**config.mk**
```make
export PLATFORM = sky130hd
export DESIGN_NAME = display_scheduler
export DESIGN_NICKNAME = d
export VERILOG_FILES = /design/src/rtl/display_pkg.sv /design/src/rtl/digit_scanner.sv /design/src/rtl/number_to_7seg.sv /design/src/rtl/display_scheduler.sv
export SDC_FILE = /design/constraint.sdc
export NUM_CORES = 1
export LEC_CHECK = 0
export CAP_MARGIN = 20
export CORE_MARGIN = 1.5
export CORE_UTILIZATION = 45
export CTS_BUF_LIST = sky130_fd_sc_hd__clkbuf_2
export DETAILED_ROUTE_END_ITERATION = 10
export SYNTH_ARGS = -nofsm -noshare
export SYNTH_HDL_FRONTEND = slang
export SYNTH_SLANG_ARGS = --single-unit
```
**constraint.sdc**
```tcl
create_clock -name clk -period 8.1 [get_ports clk]
set_input_delay 1.62 -clock clk [delete_from_list [all_inputs] [get_ports clk]]
set_output_delay 1.62 -clock clk [all_outputs]
set_load 0.01 [all_outputs]
```
**src/rtl/display_pkg.sv**
```systemverilog
// rtl/display_pkg.sv - shared constants, state encoding and priority helper for the display scheduler
package display_pkg;

    localparam logic [6:0] SEG_BLANK = 7'h7F;
    localparam logic [3:0] AN_OFF    = 4'b1111;
    localparam int         NREQ      = 3;

    typedef enum logic [1:0] {
        ST_IDLE = 2'd0,
        ST_HOLD = 2'd1,
        ST_OPEN = 2'd2
    } state_t;

    // Isolates the lowest set bit, which is the highest-priority requester.
    function automatic logic [NREQ-1:0] pick_first(input logic [NREQ-1:0] r);
        return r & (~r + NREQ'(1));
    endfunction

endpackage

```
**src/rtl/digit_scanner.sv**
```systemverilog
// rtl/digit_scanner.sv - scan prescaler and 2-bit digit index for display multiplexing
module digit_scanner #(
    parameter int SCAN_DIV = 50000
) (
    input  logic       clk,
    input  logic       rst_n,
    output logic [1:0] digit,
    output logic       wrap
);

    localparam int PW = $clog2(SCAN_DIV + 1);

    logic [PW-1:0] presc;

    assign wrap = (presc == PW'(SCAN_DIV - 1));

    always_ff @(posedge clk) begin
        if (!rst_n) begin
            presc <= '0;
            digit <= 2'd0;
        end else if (wrap) begin
            presc <= '0;
            digit <= digit + 2'd1;
        end else begin
            presc <= presc + PW'(1);
        end
    end

endmodule

```
**src/rtl/number_to_7seg.sv**
```systemverilog
// rtl/number_to_7seg.sv - 0..255 to four active-low 7-segment digits, thousands blank
module number_to_7seg (
    input  logic [7:0]  value,
    output logic [27:0] code
);

    function automatic logic [6:0] digit_seg(input logic [7:0] d);
        case (d)
            8'd0:    digit_seg = 7'h40;
            8'd1:    digit_seg = 7'h79;
            8'd2:    digit_seg = 7'h24;
            8'd3:    digit_seg = 7'h30;
            8'd4:    digit_seg = 7'h19;
            8'd5:    digit_seg = 7'h12;
            8'd6:    digit_seg = 7'h02;
            8'd7:    digit_seg = 7'h78;
            8'd8:    digit_seg = 7'h00;
            8'd9:    digit_seg = 7'h10;
            default: digit_seg = 7'h7F;
        endcase
    endfunction

    logic [7:0] hundreds;
    logic [7:0] tens;
    logic [7:0] ones;

    always_comb begin
        hundreds = value / 8'd100;
        tens     = (value / 8'd10) % 8'd10;
        ones     = value % 8'd10;
        code     = {7'h7F, digit_seg(hundreds), digit_seg(tens), digit_seg(ones)};
    end

endmodule

```
**src/rtl/display_scheduler.sv**
```systemverilog
// rtl/display_scheduler.sv - fixed-priority, min-hold arbitration of three requesters onto one 4-digit display
module display_scheduler
    import display_pkg::*;
#(
    parameter int SCAN_DIV    = 50000,
    parameter int HOLD_CYCLES = 100000000
) (
    input  logic            clk,
    input  logic            rst_n,
    input  logic [NREQ-1:0] req,
    input  logic [7:0]      value0,
    input  logic [7:0]      value1,
    input  logic [7:0]      value2,
    output logic [NREQ-1:0] grant,
    output logic            grant_changed,
    output logic [6:0]      seg,
    output logic [3:0]      an
);

    localparam int TW = $clog2(HOLD_CYCLES + 1);

    state_t          state, state_nxt;
    logic [NREQ-1:0] grant_nxt;
    logic [TW-1:0]   timer, timer_nxt;
    logic            changed_nxt;
    logic            preempt;
    logic [7:0]      sel_value;
    logic [27:0]     code;
    logic [1:0]      digit;

    // Bits below the owner's position are exactly the higher-priority requesters.
    assign preempt = |(req & (grant - NREQ'(1)));

    always_ff @(posedge clk) begin
        if (!rst_n) begin
            state         <= ST_IDLE;
            grant         <= '0;
            timer         <= '0;
            grant_changed <= 1'b0;
        end else begin
            state         <= state_nxt;
            grant         <= grant_nxt;
            timer         <= timer_nxt;
            grant_changed <= changed_nxt;
        end
    end

    always_comb begin
        state_nxt   = state;
        grant_nxt   = grant;
        timer_nxt   = timer;
        changed_nxt = 1'b0;
        case (state)
            ST_IDLE: begin
                if (|req) begin
                    grant_nxt   = pick_first(req);
                    timer_nxt   = TW'(HOLD_CYCLES - 1);
                    state_nxt   = ST_HOLD;
                    changed_nxt = 1'b1;
                end
            end
            ST_HOLD: begin
                if (timer == '0) begin
                    state_nxt = ST_OPEN;
                end else begin
                    timer_nxt = timer - TW'(1);
                end
            end
            ST_OPEN: begin
                if (!(|(req & grant)) || preempt) begin
                    if (|req) begin
                        grant_nxt   = pick_first(req);
                        timer_nxt   = TW'(HOLD_CYCLES - 1);
                        state_nxt   = ST_HOLD;
                        changed_nxt = 1'b1;
                    end else begin
                        grant_nxt = '0;
                        state_nxt = ST_IDLE;
                    end
                end
            end
            default: begin
                grant_nxt = '0;
                state_nxt = ST_IDLE;
            end
        endcase
    end

    always_comb begin
        sel_value = 8'd0;
        if (grant[0])      sel_value = value0;
        else if (grant[1]) sel_value = value1;
        else if (grant[2]) sel_value = value2;
    end

    number_to_7seg u_conv (
        .value (sel_value),
        .code  (code)
    );

    digit_scanner #(
        .SCAN_DIV (SCAN_DIV)
    ) u_scan (
        .clk   (clk),
        .rst_n (rst_n),
        .digit (digit),
        .wrap  ()
    );

    always_ff @(posedge clk) begin
        if (!rst_n || state == ST_IDLE) begin
            seg <= SEG_BLANK;
            an  <= AN_OFF;
        end else begin
            seg <= code[7*digit +: 7];
            an  <= ~(4'b0001 << digit);
        end
    end

endmodule

```
==> flow_summary.json <==
{
  "outcome": "finished clean",
  "critical_path_required_ns": 8.54,
  "setup_ws_ns": 0.7079,
  "cp.arrival_ns": 7.83,
  "synth_flop_cell": "dfxtp_1",
  "boundaryPins": 44,
  "min_period_over_period": 0.9126,
  "drv_cap": 0,
  "holdBufCountCts": 0,
  "first_global_vias": 4266,
  "ys_ff_latch": 62,
  "p_leak_nw": 2.161,
  "synthCells": 616,
  "cts_tree": "built",
  "h-tree-depth": 3,
  "area_growth_pct": 13.89,
  "rows": 37,
  "synth-compound-area-share": 0.2944,
  "synthXorXnorAreaFrac": 0.05899,
  "ys_top_cells_by_count": "a21oi_1 (67), nor2_1 (67), dfxtp_1 (62)",
  "cts_setup_buffers": 0,
  "io_buffers": 43,
  "num-nets-final": 718,
  "synth_area_leaders": "dfxtp_1 (25%), ha_1 (7.7%), a21oi_1 (6.8%), nor2_1 (5.1%), xnor2_1 (3.8%)",
  "clock_sinks": 62,
  "start_kind": "input pin",
  "synth_mux_area_frac": 0.03856,
  "hold_viol_final": 0,
  "synth_area_um2": 4900,
  "die_h_um": 107.3,
  "fin_setup_tns_ns": 0,
  "final-max-slew-violation-count": 0,
  "critPathLaunch": "value1[3]",
  "fmax_mhz": 135.3,
  "fin_skew_ns": 0.02801,
  "worst_pin_slew_ns": 1.037,
  "synth.net_count": 675,
  "criticalPathCategory": "in -> reg",
  "grt_pass1_wl_mm": 20.20,
  "critPathMaxFanout": 10,
  "drt_pre_antenna_iters": 5,
  "die_w_um": 107.3,
  "diodes": 0,
  "worst_setup_path_end_kind": "flop",
  "wl_mm": 11.97,
  "pre_cts_ws_ns": 0.1891,
  "fillCellCount": 1030,
  "first_iter_violations": 242,
  "reg2reg_to": "seg[0]",
  "timing.rr.start": "grant[1]",
  "clockBufferDepth": 2,
  "clock_latency_ns": 0.53,
  "cts_root_buf": "clkbuf_2",
  "async_reset_ff_frac": 0,
  "maxSlewHeadroom": 0.3038,
  "crit_path_end": "seg[0]",
  "yosysWarnings": 0,
  "synth_top_family_by_area": "compound AO/OA/AOI/OAI gates",
  "post-route-min-period_ns": 7.392,
  "postSynthAreaPerCell_um2": 7.954,
  "synthSimpleGateAreaFrac": 0.2296,
  "yosys.area.top_type": "dfxtp_1",
  "hpwl_mm": 9.273,
  "hold_slack_ns": 0.4628,
  "grt_start_max_net_pins": 29,
  "synthAdderAreaFrac": 0.07865,
  "place_congestion": 0.8783,
  "irDropWorstVdd_uv": 114.5,
  "r2r_setup_slack_ns": 1.34,
  "die_area_um2": 11520,
  "cts_buffers": 9,
  "drcViolationCount": 0,
  "synth_top_cell_area_share": 0.2533,
  "overflow": 0,
  "synth_seq_area_share": 0.2533,
  "synth_edf_count": 0,
  "antenna_left": 0,
  "antenna_found_initial": 0,
  "reg2regPathDepth": 23,
  "rsz0062_at_grt": "no",
  "final-setup-viol-count": 0,
  "core_area_um2": 10460,
  "drive_above_1_share": 0.1024,
  "power.density_nw_per_um2": 234.2,
  "hold_path_class": "reg -> reg",
  "ctsResizeCount": 0,
  "initial_utilization": 0.4683,
  "grt_use_total": 0.2163,
  "vias": 4679,
  "synthDistinctLibCells": 87,
  "vias_per_cell": 5.849,
  "wl_per_cell_um": 14.96,
  "cts.reportedPaths.clkPinSlew_ns": 0.21
}
==> cell usage in the layout (no fill, tap or decap), types with 4 or more instances in the layout <==
master / instances
dfxtp_1: 62
inv_1: 28
o211ai_1: 4
nand3b_1: 8
a32oi_1: 4
and3_1: 7
a21oi_1: 67
mux2i_1: 11
ha_1: 30
a31oi_1: 4
o31ai_1: 8
a211o_1: 7
nand3_1: 14
or4_1: 5
nor2_1: 67
nand2b_1: 6
clkdlybuf4s50_1: 43
mux2_2: 5
clkbuf_2: 9
a211oi_1: 8
or2_2: 6
a22oi_4: 4
o21ai_0: 29
nor3_1: 24
xor2_1: 12
inv_2: 5
xnor2_1: 21
buf_4: 7
a21boi_0: 4
nand2_1: 43
o21ai_1: 4
or3_1: 16
nor4_1: 6
==> worst max-delay path, cell delays in order <==
cell and delay (ns):
clkdlybuf4s50_1 0.46, a21oi_1 0.09, a22oi_4 0.37, inv_2 0.17, ha_1 0.23, or2_2 0.36
o2111a_1 0.15, o21ai_2 0.24, a2bb2oi_4 0.28, o211ai_1 0.18, a32oi_1 0.44, ha_1 0.28
a21oi_1 0.10, o32a_1 0.38, a211oi_1 0.27, nor2_1 0.18, a21oi_1 0.28, a21oi_1 0.16
ha_1 0.36, inv_1 0.07, o2bb2ai_1 0.52, mux2_2 0.40, a21oi_1 0.18, o31ai_1 0.08
==> cell families (layout without fill, tap and decap cells) <==
kind of cell,count (synthesis),count (layout)
buffers and inverters,52,100
flip-flops,62,62
XOR/XNOR,33,33
AO/OA/AOI/OAI,200,200
multiplexers,17,17
AND/OR/NAND/NOR,221,221
adder cells (fa/ha/maj),31,31
==> metrics by stage <==
| step | std cells | area, um2 | total power, mW | utilization |
|---|---|---|---|---|
| after global routing | 800 | 5580 | 1.416 | 0.5334 |
| final | 800 | 5580 | 1.307 | 0.5334 |
| after floorplan | 616 | 4900 | 0.9286 | - |
| after global placement | 784 | 5455 | 1.102 | 0.5214 |
| after detailed placement | 784 | 5455 | 1.103 | 0.5214 |
| after CTS | 800 | 5580 | 1.314 | 0.5334 |
==> routing by layer <==
layer,wire length [um],global-route usage
met5,0,0
met4,170,0.06297
met3,350,0.03814
met2,5876,0.3712
met1,5572,0.2768
==> sequential cells by signal, summed over array words and instances, names as in the netlist <==
name	flops
grant_changed	1
u_scan.digit	2
grant	3
u_scan.presc	16
state	2
seg	7
an	4
timer	27
==> report_power, final <==
group	internal [mW]	total, mW	leakage, nW	switching [mW]
registers	0.333	0.353	0.508	0.0207
logic	0.317	0.752	1.58	0.435
clock network	0.0747	0.202	0.0695	0.127
total	0.724	1.31	2.16	0.582
==> how the worst min path moves through the flow <==
stage                    startpoint         endpoint  slack (ns)  depth (start not counted)
floorplan           u_scan.presc[0]  u_scan.presc[0]        0.41                          1
global placement    u_scan.presc[0]  u_scan.presc[0]        0.43                          1
detailed placement  u_scan.presc[0]  u_scan.presc[0]        0.44                          1
CTS                 u_scan.presc[0]  u_scan.presc[0]        0.47                          1
global route        u_scan.presc[0]  u_scan.presc[0]        0.49                          1
finish              u_scan.presc[0]  u_scan.presc[0]        0.46                          1
==> cell type report <==
class / instances / area [um2] / area share
Multi-Input combinational cell: 502 / 3431 / 0.6148
Sequential cell: 62 / 1241 / 0.2224
Timing Repair Buffer: 50 / 483.0 / 0.08655
Tap cell: 136 / 170.2 / 0.03049
Inverter: 34 / 130.1 / 0.02332
Clock inverter: 7 / 80.08 / 0.01435
Clock buffer: 9 / 45.04 / 0.008072
Power figures use the tool's default switching activity.
